File: src/rtl/multicycle_control_unit_pkg.sv
// Shared definitions for the multicycle control unit.
//   - State enumeration (4-bit, also exported on the State debug port)
//   - RV32 base opcode values recognised by the decoder
//   - Encodings for the ALUSrcA / ALUSrcB / ResultSrc / ALUOp fields
package multicycle_control_unit_pkg;

  localparam int STATE_W = 4;

  // JALR_TGT is the second cycle of JALR. The PC target is formed from rs1
  // there, after the link value has been written in the JALR cycle.
  typedef enum logic [STATE_W-1:0] {
    FETCH    = 4'd0,
    DECODE   = 4'd1,
    MEMADR   = 4'd2,
    MEMRD    = 4'd3,
    MEMWB    = 4'd4,
    MEMWR    = 4'd5,
    EXEC_R   = 4'd6,
    EXEC_I   = 4'd7,
    ALUWB    = 4'd8,
    BRANCH   = 4'd9,
    JAL      = 4'd10,
    JALR     = 4'd11,
    UPPER    = 4'd12,
    TRAP     = 4'd13,
    JALR_TGT = 4'd14
  } state_t;

  // Opcodes (Instruction[6:0])
  localparam logic [6:0] OP_LOAD   = 7'b0000011;
  localparam logic [6:0] OP_STORE  = 7'b0100011;
  localparam logic [6:0] OP_R      = 7'b0110011;
  localparam logic [6:0] OP_I      = 7'b0010011;
  localparam logic [6:0] OP_BRANCH = 7'b1100011;
  localparam logic [6:0] OP_JAL    = 7'b1101111;
  localparam logic [6:0] OP_JALR   = 7'b1100111;
  localparam logic [6:0] OP_LUI    = 7'b0110111;
  localparam logic [6:0] OP_AUIPC  = 7'b0010111;

  // ALU A operand select
  localparam logic [1:0] SRCA_PC    = 2'd0;
  localparam logic [1:0] SRCA_OLDPC = 2'd1;
  localparam logic [1:0] SRCA_RS1   = 2'd2;
  localparam logic [1:0] SRCA_ZERO  = 2'd3;

  // ALU B operand select
  localparam logic [1:0] SRCB_RS2  = 2'd0;
  localparam logic [1:0] SRCB_IMM  = 2'd1;
  localparam logic [1:0] SRCB_FOUR = 2'd2;

  // Write-back select
  localparam logic [1:0] RES_ALUOUT  = 2'd0;
  localparam logic [1:0] RES_MEMDATA = 2'd1;
  localparam logic [1:0] RES_ALU     = 2'd2;

  // ALU operation class
  localparam logic [1:0] ALUOP_ADD   = 2'd0;
  localparam logic [1:0] ALUOP_CMP   = 2'd1;
  localparam logic [1:0] ALUOP_FUNCT = 2'd2;

  // True for the two opcodes that depend on EN_JUMP.
  function automatic logic is_jump_op(input logic [6:0] op);
    return (op == OP_JAL) || (op == OP_JALR);
  endfunction

  // True for the two opcodes that depend on EN_UPPER.
  function automatic logic is_upper_op(input logic [6:0] op);
    return (op == OP_LUI) || (op == OP_AUIPC);
  endfunction

endpackage

File: src/rtl/multicycle_control_unit_if.sv
// Bus between the control unit and the datapath/memory.
//   master : the control unit (reads Instruction/MemReady/Zero, drives controls)
//   slave  : the datapath side (drives Instruction/MemReady/Zero, reads controls)
// Signals:
//   Instruction[31:0] IR contents       MemReady  memory completes this cycle
//   Zero              ALU result == 0   MemReq/MemWrite/IorD  memory controls
//   IRWrite/PCWrite   register loads    ALUSrcA/ALUSrcB/ALUOp ALU controls
//   ResultSrc/RegWrite write-back       Illegal  sticky trap flag
//   State             debug state view
interface multicycle_control_unit_if #(
  parameter int ALUOP_W = 2
);
  import multicycle_control_unit_pkg::*;

  logic [31:0]        Instruction;
  logic               MemReady;
  logic               Zero;
  logic               MemReq;
  logic               MemWrite;
  logic               IorD;
  logic               IRWrite;
  logic               PCWrite;
  logic [1:0]         ALUSrcA;
  logic [1:0]         ALUSrcB;
  logic [ALUOP_W-1:0] ALUOp;
  logic [1:0]         ResultSrc;
  logic               RegWrite;
  logic               Illegal;
  logic [STATE_W-1:0] State;

  modport master (
    input  Instruction, MemReady, Zero,
    output MemReq, MemWrite, IorD, IRWrite, PCWrite,
           ALUSrcA, ALUSrcB, ALUOp, ResultSrc, RegWrite, Illegal, State
  );

  modport slave (
    output Instruction, MemReady, Zero,
    input  MemReq, MemWrite, IorD, IRWrite, PCWrite,
           ALUSrcA, ALUSrcB, ALUOp, ResultSrc, RegWrite, Illegal, State
  );

endinterface

File: src/rtl/multicycle_control_unit_decode.sv
// mcu_opcode_decode: purely combinational opcode classifier.
// Ports:
//   instruction[31:0] in  : IR contents (only [6:0] is examined)
//   en_jump           in  : accept JAL/JALR
//   en_upper          in  : accept LUI/AUIPC
//   next_class        out : state to enter after DECODE (TRAP when illegal)
//   legal             out : opcode is recognised and enabled
module mcu_opcode_decode
  import multicycle_control_unit_pkg::*;
(
  input  logic [31:0] instruction,
  input  logic        en_jump,
  input  logic        en_upper,
  output state_t      next_class,
  output logic        legal
);

  logic [6:0] opcode;
  logic       unused_bits;

  assign opcode      = instruction[6:0];
  assign unused_bits = ^instruction[31:7];

  always_comb begin
    next_class = TRAP;
    legal      = 1'b0;
    case (opcode)
      OP_LOAD, OP_STORE: begin
        next_class = MEMADR;
        legal      = 1'b1;
      end
      OP_R: begin
        next_class = EXEC_R;
        legal      = 1'b1;
      end
      OP_I: begin
        next_class = EXEC_I;
        legal      = 1'b1;
      end
      OP_BRANCH: begin
        next_class = BRANCH;
        legal      = 1'b1;
      end
      default: begin
        // Optional groups: a disabled opcode falls through to TRAP.
        if (is_jump_op(opcode) && en_jump) begin
          next_class = (opcode == OP_JAL) ? JAL : JALR;
          legal      = 1'b1;
        end else if (is_upper_op(opcode) && en_upper) begin
          next_class = UPPER;
          legal      = 1'b1;
        end
      end
    endcase
  end

endmodule

File: src/rtl/multicycle_control_unit.sv
// Multicycle RV32 control FSM.
// Ports:
//   clk   in : clock
//   rst_n in : asynchronous active-low reset; forces FETCH and zeroes every
//              output while held (an in-flight memory access is abandoned)
//   bus      : multicycle_control_unit_if.master (see interface header)
// Parameters:
//   EN_JUMP  : 1 = JAL/JALR executed, 0 = they trap
//   EN_UPPER : 1 = LUI/AUIPC executed, 0 = they trap
//   ALUOP_W  : ALUOp output width (>= 2, upper bits zero)
module multicycle_control_unit
  import multicycle_control_unit_pkg::*;
#(
  parameter int EN_JUMP  = 1,
  parameter int EN_UPPER = 1,
  parameter int ALUOP_W  = 2
) (
  input  logic                       clk,
  input  logic                       rst_n,
  multicycle_control_unit_if.master  bus
);

  state_t     state_reg;
  state_t     state_next;
  state_t     dec_class;
  logic       dec_legal;

  logic       mem_req;
  logic       mem_write;
  logic       iord;
  logic       ir_write;
  logic       pc_write;
  logic [1:0] src_a;
  logic [1:0] src_b;
  logic [1:0] alu_op;
  logic [1:0] result_src;
  logic       reg_write;
  logic       illegal;

  mcu_opcode_decode u_decode (
    .instruction (bus.Instruction),
    .en_jump     (EN_JUMP != 0),
    .en_upper    (EN_UPPER != 0),
    .next_class  (dec_class),
    .legal       (dec_legal)
  );

  always_ff @(posedge clk or negedge rst_n) begin
    if (!rst_n) begin
      state_reg <= FETCH;
    end else begin
      state_reg <= state_next;
    end
  end

  // Next state and raw (pre-reset-gating) control outputs.
  always_comb begin
    state_next = state_reg;
    mem_req    = 1'b0;
    mem_write  = 1'b0;
    iord       = 1'b0;
    ir_write   = 1'b0;
    pc_write   = 1'b0;
    src_a      = SRCA_PC;
    src_b      = SRCB_RS2;
    alu_op     = ALUOP_ADD;
    result_src = RES_ALUOUT;
    reg_write  = 1'b0;
    illegal    = 1'b0;

    case (state_reg)
      FETCH: begin
        // PC+4 is on the ALU; IR and PC load together when memory answers.
        mem_req  = 1'b1;
        src_a    = SRCA_PC;
        src_b    = SRCB_FOUR;
        alu_op   = ALUOP_ADD;
        ir_write = bus.MemReady;
        pc_write = bus.MemReady;
        if (bus.MemReady) begin
          state_next = DECODE;
        end
      end
      DECODE: begin
        // oldPC + imm lands in the ALU result register as the branch/JAL target.
        src_a      = SRCA_OLDPC;
        src_b      = SRCB_IMM;
        alu_op     = ALUOP_ADD;
        state_next = dec_legal ? dec_class : TRAP;
      end
      MEMADR: begin
        src_a      = SRCA_RS1;
        src_b      = SRCB_IMM;
        alu_op     = ALUOP_ADD;
        // Instruction[5] separates store (0100011) from load (0000011).
        state_next = bus.Instruction[5] ? MEMWR : MEMRD;
      end
      MEMRD: begin
        mem_req = 1'b1;
        iord    = 1'b1;
        if (bus.MemReady) begin
          state_next = MEMWB;
        end
      end
      MEMWB: begin
        reg_write  = 1'b1;
        result_src = RES_MEMDATA;
        state_next = FETCH;
      end
      MEMWR: begin
        mem_req   = 1'b1;
        mem_write = 1'b1;
        iord      = 1'b1;
        if (bus.MemReady) begin
          state_next = FETCH;
        end
      end
      EXEC_R: begin
        src_a      = SRCA_RS1;
        src_b      = SRCB_RS2;
        alu_op     = ALUOP_FUNCT;
        state_next = ALUWB;
      end
      EXEC_I: begin
        src_a      = SRCA_RS1;
        src_b      = SRCB_IMM;
        alu_op     = ALUOP_FUNCT;
        state_next = ALUWB;
      end
      ALUWB: begin
        reg_write  = 1'b1;
        result_src = RES_ALUOUT;
        state_next = FETCH;
      end
      BRANCH: begin
        // funct3[0] (Instruction[12]) inverts the sense: BEQ takes on Zero,
        // BNE on !Zero. PC loads the DECODE-computed target.
        src_a      = SRCA_RS1;
        src_b      = SRCB_RS2;
        alu_op     = ALUOP_CMP;
        result_src = RES_ALUOUT;
        pc_write   = bus.Zero ^ bus.Instruction[12];
        state_next = FETCH;
      end
      JAL: begin
        // rd <= oldPC + 4 straight off the ALU; PC takes the target held in
        // the ALU result register since DECODE.
        src_a      = SRCA_OLDPC;
        src_b      = SRCB_FOUR;
        alu_op     = ALUOP_ADD;
        reg_write  = 1'b1;
        result_src = RES_ALU;
        pc_write   = 1'b1;
        state_next = FETCH;
      end
      JALR: begin
        // Link write first; the rs1-relative target follows in JALR_TGT.
        // rs1 was latched during DECODE, so rd == rs1 is safe.
        src_a      = SRCA_OLDPC;
        src_b      = SRCB_FOUR;
        alu_op     = ALUOP_ADD;
        reg_write  = 1'b1;
        result_src = RES_ALU;
        state_next = JALR_TGT;
      end
      JALR_TGT: begin
        src_a      = SRCA_RS1;
        src_b      = SRCB_IMM;
        alu_op     = ALUOP_ADD;
        pc_write   = 1'b1;
        state_next = FETCH;
      end
      UPPER: begin
        // LUI (bit5=1) adds imm to zero; AUIPC adds it to oldPC.
        src_a      = bus.Instruction[5] ? SRCA_ZERO : SRCA_OLDPC;
        src_b      = SRCB_IMM;
        alu_op     = ALUOP_ADD;
        state_next = ALUWB;
      end
      TRAP: begin
        illegal    = 1'b1;
        state_next = TRAP;
      end
      default: begin
        // Unused encoding: treat as a fault and park in TRAP.
        state_next = TRAP;
      end
    endcase
  end

  // While rst_n is low every output is forced to zero, so a memory access in
  // progress is dropped in the same cycle reset is asserted.
  assign bus.MemReq    = rst_n & mem_req;
  assign bus.MemWrite  = rst_n & mem_write;
  assign bus.IorD      = rst_n & iord;
  assign bus.IRWrite   = rst_n & ir_write;
  assign bus.PCWrite   = rst_n & pc_write;
  assign bus.RegWrite  = rst_n & reg_write;
  assign bus.Illegal   = rst_n & illegal;
  assign bus.ALUSrcA   = rst_n ? src_a      : 2'd0;
  assign bus.ALUSrcB   = rst_n ? src_b      : 2'd0;
  assign bus.ResultSrc = rst_n ? result_src : 2'd0;
  assign bus.ALUOp     = rst_n ? ALUOP_W'(alu_op) : '0;
  assign bus.State     = rst_n ? state_reg  : FETCH;

endmodule

File: src/flat_wrapper.sv
// flat-port wrapper written by rule: the top's interface ports become plain ports
module multicycle_control_unit_flat import multicycle_control_unit_pkg::*;
#(
  parameter int EN_JUMP  = 1,
  parameter int EN_UPPER = 1,
  parameter int ALUOP_W  = 2
)
  (clk, rst_n, bus_Instruction, bus_MemReady, bus_Zero, bus_MemReq, bus_MemWrite, bus_IorD, bus_IRWrite, bus_PCWrite, bus_ALUSrcA, bus_ALUSrcB, bus_ALUOp, bus_ResultSrc, bus_RegWrite, bus_Illegal, bus_State);
  multicycle_control_unit_if #(.ALUOP_W(ALUOP_W)) bus_i ();
  input  logic clk;
  input  logic rst_n;
  input wire logic [$bits(bus_i.Instruction)-1:0] bus_Instruction;
  input wire logic [$bits(bus_i.MemReady)-1:0] bus_MemReady;
  input wire logic [$bits(bus_i.Zero)-1:0] bus_Zero;
  output wire logic [$bits(bus_i.MemReq)-1:0] bus_MemReq;
  output wire logic [$bits(bus_i.MemWrite)-1:0] bus_MemWrite;
  output wire logic [$bits(bus_i.IorD)-1:0] bus_IorD;
  output wire logic [$bits(bus_i.IRWrite)-1:0] bus_IRWrite;
  output wire logic [$bits(bus_i.PCWrite)-1:0] bus_PCWrite;
  output wire logic [$bits(bus_i.ALUSrcA)-1:0] bus_ALUSrcA;
  output wire logic [$bits(bus_i.ALUSrcB)-1:0] bus_ALUSrcB;
  output wire logic [$bits(bus_i.ALUOp)-1:0] bus_ALUOp;
  output wire logic [$bits(bus_i.ResultSrc)-1:0] bus_ResultSrc;
  output wire logic [$bits(bus_i.RegWrite)-1:0] bus_RegWrite;
  output wire logic [$bits(bus_i.Illegal)-1:0] bus_Illegal;
  output wire logic [$bits(bus_i.State)-1:0] bus_State;
  assign bus_i.Instruction = bus_Instruction;
  assign bus_i.MemReady = bus_MemReady;
  assign bus_i.Zero = bus_Zero;
  assign bus_MemReq = bus_i.MemReq;
  assign bus_MemWrite = bus_i.MemWrite;
  assign bus_IorD = bus_i.IorD;
  assign bus_IRWrite = bus_i.IRWrite;
  assign bus_PCWrite = bus_i.PCWrite;
  assign bus_ALUSrcA = bus_i.ALUSrcA;
  assign bus_ALUSrcB = bus_i.ALUSrcB;
  assign bus_ALUOp = bus_i.ALUOp;
  assign bus_ResultSrc = bus_i.ResultSrc;
  assign bus_RegWrite = bus_i.RegWrite;
  assign bus_Illegal = bus_i.Illegal;
  assign bus_State = bus_i.State;
  multicycle_control_unit #(.EN_JUMP(EN_JUMP), .EN_UPPER(EN_UPPER), .ALUOP_W(ALUOP_W)) u_core (.clk(clk), .rst_n(rst_n), .bus(bus_i));
endmodule
File: config.mk
export PLATFORM = sky130hd
export DESIGN_NAME = multicycle_control_unit_flat
export DESIGN_NICKNAME = d
export VERILOG_FILES = /design/src/rtl/multicycle_control_unit_pkg.sv /design/src/rtl/multicycle_control_unit_if.sv /design/src/rtl/multicycle_control_unit_decode.sv /design/src/rtl/multicycle_control_unit.sv /design/src/flat_wrapper.sv
export SDC_FILE = /design/constraint.sdc
export NUM_CORES = 1
export LEC_CHECK = 0
export CAP_MARGIN = 20
export CORE_MARGIN = 3
export CORE_UTILIZATION = 33
export CTS_BUF_LIST = sky130_fd_sc_hd__clkbuf_8
export CTS_CLUSTER_DIAMETER = 150
export DETAILED_ROUTE_END_ITERATION = 7
export PLACE_DENSITY = 0.84
export SLEW_MARGIN = 10
export SYNTH_ARGS = -nofsm -noshare
export SYNTH_HDL_FRONTEND = slang
export SYNTH_SLANG_ARGS = --single-unit
File: constraint.sdc
create_clock -name clk -period 1.5 [get_ports clk]
set_input_delay 0.15 -clock clk [delete_from_list [all_inputs] [get_ports clk]]
set_output_delay 0.15 -clock clk [all_outputs]
set_load 0.02 [all_outputs]
# == After elaboration in Yosys (flattened, before gate mapping) ==
# Index checks and enable logic that the tools add are counted.
# word_totals
register_bits,4
output_inout_bits,19
elab_cells,83
in_bits,36
# op_classes
n_reduce_logical,18
muxes,30
n_eq_ne,26
bitwise,8
# op_table
op,n
4-bit case mux with 8 select lines,1
"4-bit equality test, second input constant",7
"7-bit by 6-bit equality test with 1-bit output, second input constant",3
"7-bit equality test, second input constant",3
4-bit two-way mux,5
5-bit OR reduction,4
"4-bit by 3-bit equality test with 1-bit output, second input constant",4
4-bit case mux with 4 select lines,1
"7-bit by 5-bit equality test with 1-bit output, second input constant",2
2-bit case mux with 2 select lines,3
3-bit OR reduction,4
1-bit two-way mux,11
2-bit two-way mux,5
2-bit OR reduction,5
"4-bit by 2-bit equality test with 1-bit output, second input constant",2
1-bit bitwise AND,7
"7-bit by 2-bit equality test with 1-bit output, second input constant",1
3-bit two-way mux,2
"2-bit inequality test, second input constant",3
2-bit case mux with 3 select lines,1
"4-bit by 1-bit equality test with 1-bit output, second input constant",1
4-bit zero test,1
4-bit OR reduction,1
1-bit case mux with 3 select lines,1
3 further kinds,4

# == Depth between registers and ports, before layout ==
# depth
word_depth,7
ltp_mapped,5
ltp_nobuf,4

# == Cells and area by module ==
# Synthesis repeated with hierarchy kept, for this count alone.
# unflattened
hier_cells,99
hier_area_um2,716.9
# by_module_without_submodules
module,seq_area_each_um2,area_per_inst_um2,cells_per_inst,instances
multicycle_control_unit,100.1,599.3,83,1
mcu_opcode_decode,0.0,117.6,16,1

# == Worst setup path before layout ==
# No wires, ideal clock.
# synth_timing
path_kind,register to output
from,reg u_core.state_reg[2]
to,out bus_PCWrite
setup_slack_ns,-0.207
path_buffers,1
required_ns,1.350
t_arrival_ns,1.557
stages_incl_launch_ff,6
cell_sequence,dfrtp_1 > buf_2 > nor2_2 > nand3_1 > nor3_1 > a221o_1
# synth_via
elab_chain_cells,4
word_cells_on_any_way,7
classes_between,eq/ne: 3; mux: 1; bitwise: 1; reduce/logical: 2
# synth_rtl
item,line_no,source
start: declaration,multicycle_control_unit.sv:23,state_t state_reg;
start signal: assignment,multicycle_control_unit.sv:52,state_reg <= state_next;
4-bit equality test,multicycle_control_unit.sv:71,case (state_reg)
2-bit OR reduction (no source line),n/a,
1-bit case mux with 3 select lines (*),multicycle_control_unit.sv:71,
1-bit bitwise AND (*),multicycle_control_unit.sv:197,assign bus.PCWrite = rst_n & pc_write;
end: declaration,flat_wrapper.sv:19,output wire logic [$bits(bus_i.PCWrite)-1:0] bus_PCWrite;
# Every way passes the cells marked *; elsewhere a longest branch is shown, timed or not.

# == Worst setup path in the final report ==
# layout_timing
from,reg u_core.state_reg[1]
to,out bus_PCWrite
# The elaborated chain is that of the path after synthesis.

==> qor.csv <==
stage,metric,value,unit
timing,final_hold_viol_count,0,
clock_tree,clockRootBuffer,clkbuf_8,
clock_tree,clock_latency,210,ps
synth,ys_ff_latch,4,
die,ioPinCount,55,
layout,largest_reg_flops,4,
timing,relSlewSlack,73.49,%
run,maxCapViolCount,0,
routing,drc_errors,0,
synth,synth_top_area_share,15.44,%
worst_setup_path,path_buf_inv,4,
timing,setup_violations,9,
outcome,violations,negative setup slack,
layout,final_cells,184,
routing,detail-route-antenna-nets,0,
worst_setup_path,r2r_end,u_core.state_reg[2],
clock_tree,cts_buffer_depth,2,
power_and_ir_drop,worst_ir_drop_vdd,1.043,mV
placement,dpl.cell_count,167,
die,core_area,1783,µm²
layout,syn_to_final_growth,112.9,%
clock_tree,clk_pin_slew,30,ps
timing,max_freq,0.5992,GHz
timing,worstMarginPinSlew,397.6,ps
worst_setup_path,crit_type,register to primary output,
timing,skew,0.1800,ps
worst_setup_path,crit_arrival,1520,ps
layout,layout-drive-gt1-share,52.20,%
clock_tree,cts_tree,yes,
clock_tree,ctsHoldBuffers,0,
synth,ys_top_cells_by_area,"dfrtp_1 (15%), and2_1 (5.8%), nor2b_1 (5.8%), a21oi_1 (4.6%), nor3_1 (4.6%)",
global_routing,grt_pass1_vias,909,
worst_setup_path,worstRegToRegCells,6,
clock_tree,numCtsBuffers,3,
worst_setup_path,cp-start-kind,register,
placement,gp_congestion,0.8132,
die,initial_utilization,36.35,%
routing,firstDrtPassIters,4,
worst_setup_path,worst-r2r-setup-slack,90,ps
worst_setup_path,cpMostUsedCell,buf_4,
die,die-area,2532,µm²
hold_path,hp-class,input port to async pin,
layout,fin_nets,197,
worst_setup_path,path_delay_family,buffers and inverters,
routing,wirelength,2.858,mm
global_routing,grtUsageTotal,20.30,%
worst_setup_path,cp_max_fo,5,
timing,maxSlewViolCount,0,
worst_setup_path,slowest_delay,440,ps
synth,syn_area,648.1,µm²
synth,syn_nets,129,
routing,avgRoutedWirePerCell,15.53,µm
global_routing,grt_max_degree,13,
layout,num-fill-cells,103,
worst_setup_path,rr_startpoint,u_core.state_reg[2],
worst_setup_path,crit_chain,buf_6 > inv_2 > buf_4 > nor2_1 > a221o_1 > buf_4,
worst_setup_path,worst_setup_path_end_kind,primary output,
routing,vias_per_cell,5.478,
die,die_h,50.32,µm
routing,vias,1008,
global_routing,gr-total-overflow,0,
worst_setup_path,cp_slowest_cell,dfrtp_2,
power_and_ir_drop,p_leak,0.6351,nW
timing,rsz0062_at_grt,true,
global_routing,grt_pass1_wl,4.002,mm
placement,io_buffers,30,
die,die_w,50.32,µm
routing,drt-initial-drc-count,34,
power_and_ir_drop,p_per_area,1722,nW/µm²
synth,yosysTopAreaCell,dfrtp_1,
timing,setup_slack,-169.0,ps
global_routing,antenna_found_initial,0,
synth,ys_warn_count,0,
outcome,status,"finished, violations left",
clock_tree,ctsHtreeMaxLevel,1,
clock_tree,cts_num_sinks,4,
timing,period_share,111.3,%
synth,synth_cell_types,39,
synth,synthCells,93,
worst_setup_path,required,1350,ps
placement,hpwlAfterDp,1.711,mm
die,placementRows,15,
layout,antenna_cells,0,
timing,tns,-645.3,ps
timing,period_minus_slack,1669,ps
synth,avgSynthCellArea,6.969,µm²
synth,ys_seq_area_share,15.44,%
-- placed cells by master (no fill, tap or decap), types with 2 or more instances in the layout --
cell type,count
clkbuf_2,2
buf_2,3
dfrtp_2,3
nor3_4,3
nand3_1,3
buf_6,8
nand3_2,2
a22oi_1,2
nor2_1,8
dlygate4sd2_1,4
nor3_2,2
clkdlybuf4s50_1,10
o21ai_0,2
xor2_1,2
o21ai_1,4
nand2b_4,2
and2_1,6
buf_4,41
nor3_1,2
nor2b_1,5
a31oi_1,2
nand2_1,4
inv_2,2
a21oi_2,2
a21oi_1,4
and3_1,3
clkbuf_8,3
-- layout make-up --
class                      count  area [µm²]  share of cell area [%]
timing repair buffer          70       593.1                   42.97
multi-input combinational     78       593.1                   42.97
tap                           25       31.28                   2.267
sequential                     4       103.9                   7.525
clock buffer                   3       41.29                   2.992
inverter                       4       17.52                   1.269
-- layer usage --
layer / wire length [µm] / global-route usage, % / up-vias
met4: 69 / 8.969 / 0
met2: 1485 / 38.91 / 55
met5: 0 / 0 / -
met3: 177 / 3.561 / 8
li1: - / - / 475
met1: 1125 / 21.12 / 470
-- cells by family after synthesis --
group	synth area share [%]
AO/OA/AOI/OAI	27.99
AND/OR/NAND/NOR	39.38
XOR/XNOR	5.406
flip-flops	15.44
multiplexers	1.544
buffers and inverters	10.23
-- where the power goes --
part	total [mW]	switching (mW)	internal, mW
Sequential	0.217	0.0637	0.153
Combinational	1.95	0.942	1.00
Clock	0.214	0.0440	0.170
Total	2.38	1.05	1.33
-- through the flow --
| step | hold WS (ps) | setup WS [ps] | area, µm² | utilization, % | power, mW |
|---|---|---|---|---|---|
| floorplan | -145.6 | 5.240 | 658.1 | - | 0.9822 |
| global placement | 643.4 | -409.5 | 1134 | 63.58 | 1.523 |
| detailed placement | 638.8 | -482.2 | 1134 | 63.58 | 1.554 |
| CTS | 201.2 | -130.5 | 1237 | 69.40 | 2.004 |
| global route | 305.7 | -238.0 | 1380 | 77.40 | 2.528 |
| finish | 276.2 | -169.0 | 1380 | 77.40 | 2.377 |
-- Yosys cell counts --
master	count
a2111o_1	1
a211o_1	1
a211oi_1	1
a21boi_0	1
a21oi_1	6
a221o_1	1
a22oi_1	2
a2bb2oi_1	1
a31oi_1	2
a32oi_1	1
and2_1	6
and3_1	3
buf_2	3
buf_4	1
buf_6	1
clkbuf_1	1
clkbuf_8	1
dfrtp_1	4
inv_1	2
inv_2	2
mux2i_1	1
nand2_1	5
nand2b_1	1
nand2b_4	1
nand3_1	5
nor2_1	8
nor2_2	1
nor2b_1	6
nor3_1	6
nor3_2	1
nor3b_1	2
o21ai_0	4
o21ai_1	3
o2bb2ai_1	1
o32ai_1	1
o41ai_1	1
or3_1	1
xnor2_1	2
xor2_1	2
-- worst max-delay path by stage --
| stage | start | end | depth (start not counted) |
|---|---|---|---|
| after floorplan | u_core.state_reg[2] | bus_PCWrite | 5 |
| after global placement | rst_n | bus_PCWrite | 5 |
| after detailed placement | rst_n | bus_PCWrite | 5 |
| after CTS | u_core.state_reg[2] | bus_PCWrite | 6 |
| after global routing | u_core.state_reg[2] | bus_PCWrite | 5 |
| final | u_core.state_reg[1] | bus_PCWrite | 6 |
-- worst register-to-register path, delay by kind of cell, from the launching register on --
kind | cells | cell delay [ps]
AO/OA/AOI/OAI | 3 | 460
flip-flops | 1 | 430
buffers and inverters | 3 | 410
-- timing repair --
| action | CTS | global route |
|---|---|---|
| setup buffers | 7 | 7 |
| setup endpoints to repair | 19 | 14 |
| pin swaps | 5 | 10 |
| gates resized for setup | 88 | 29 |
(Power assumes the default switching activity.)
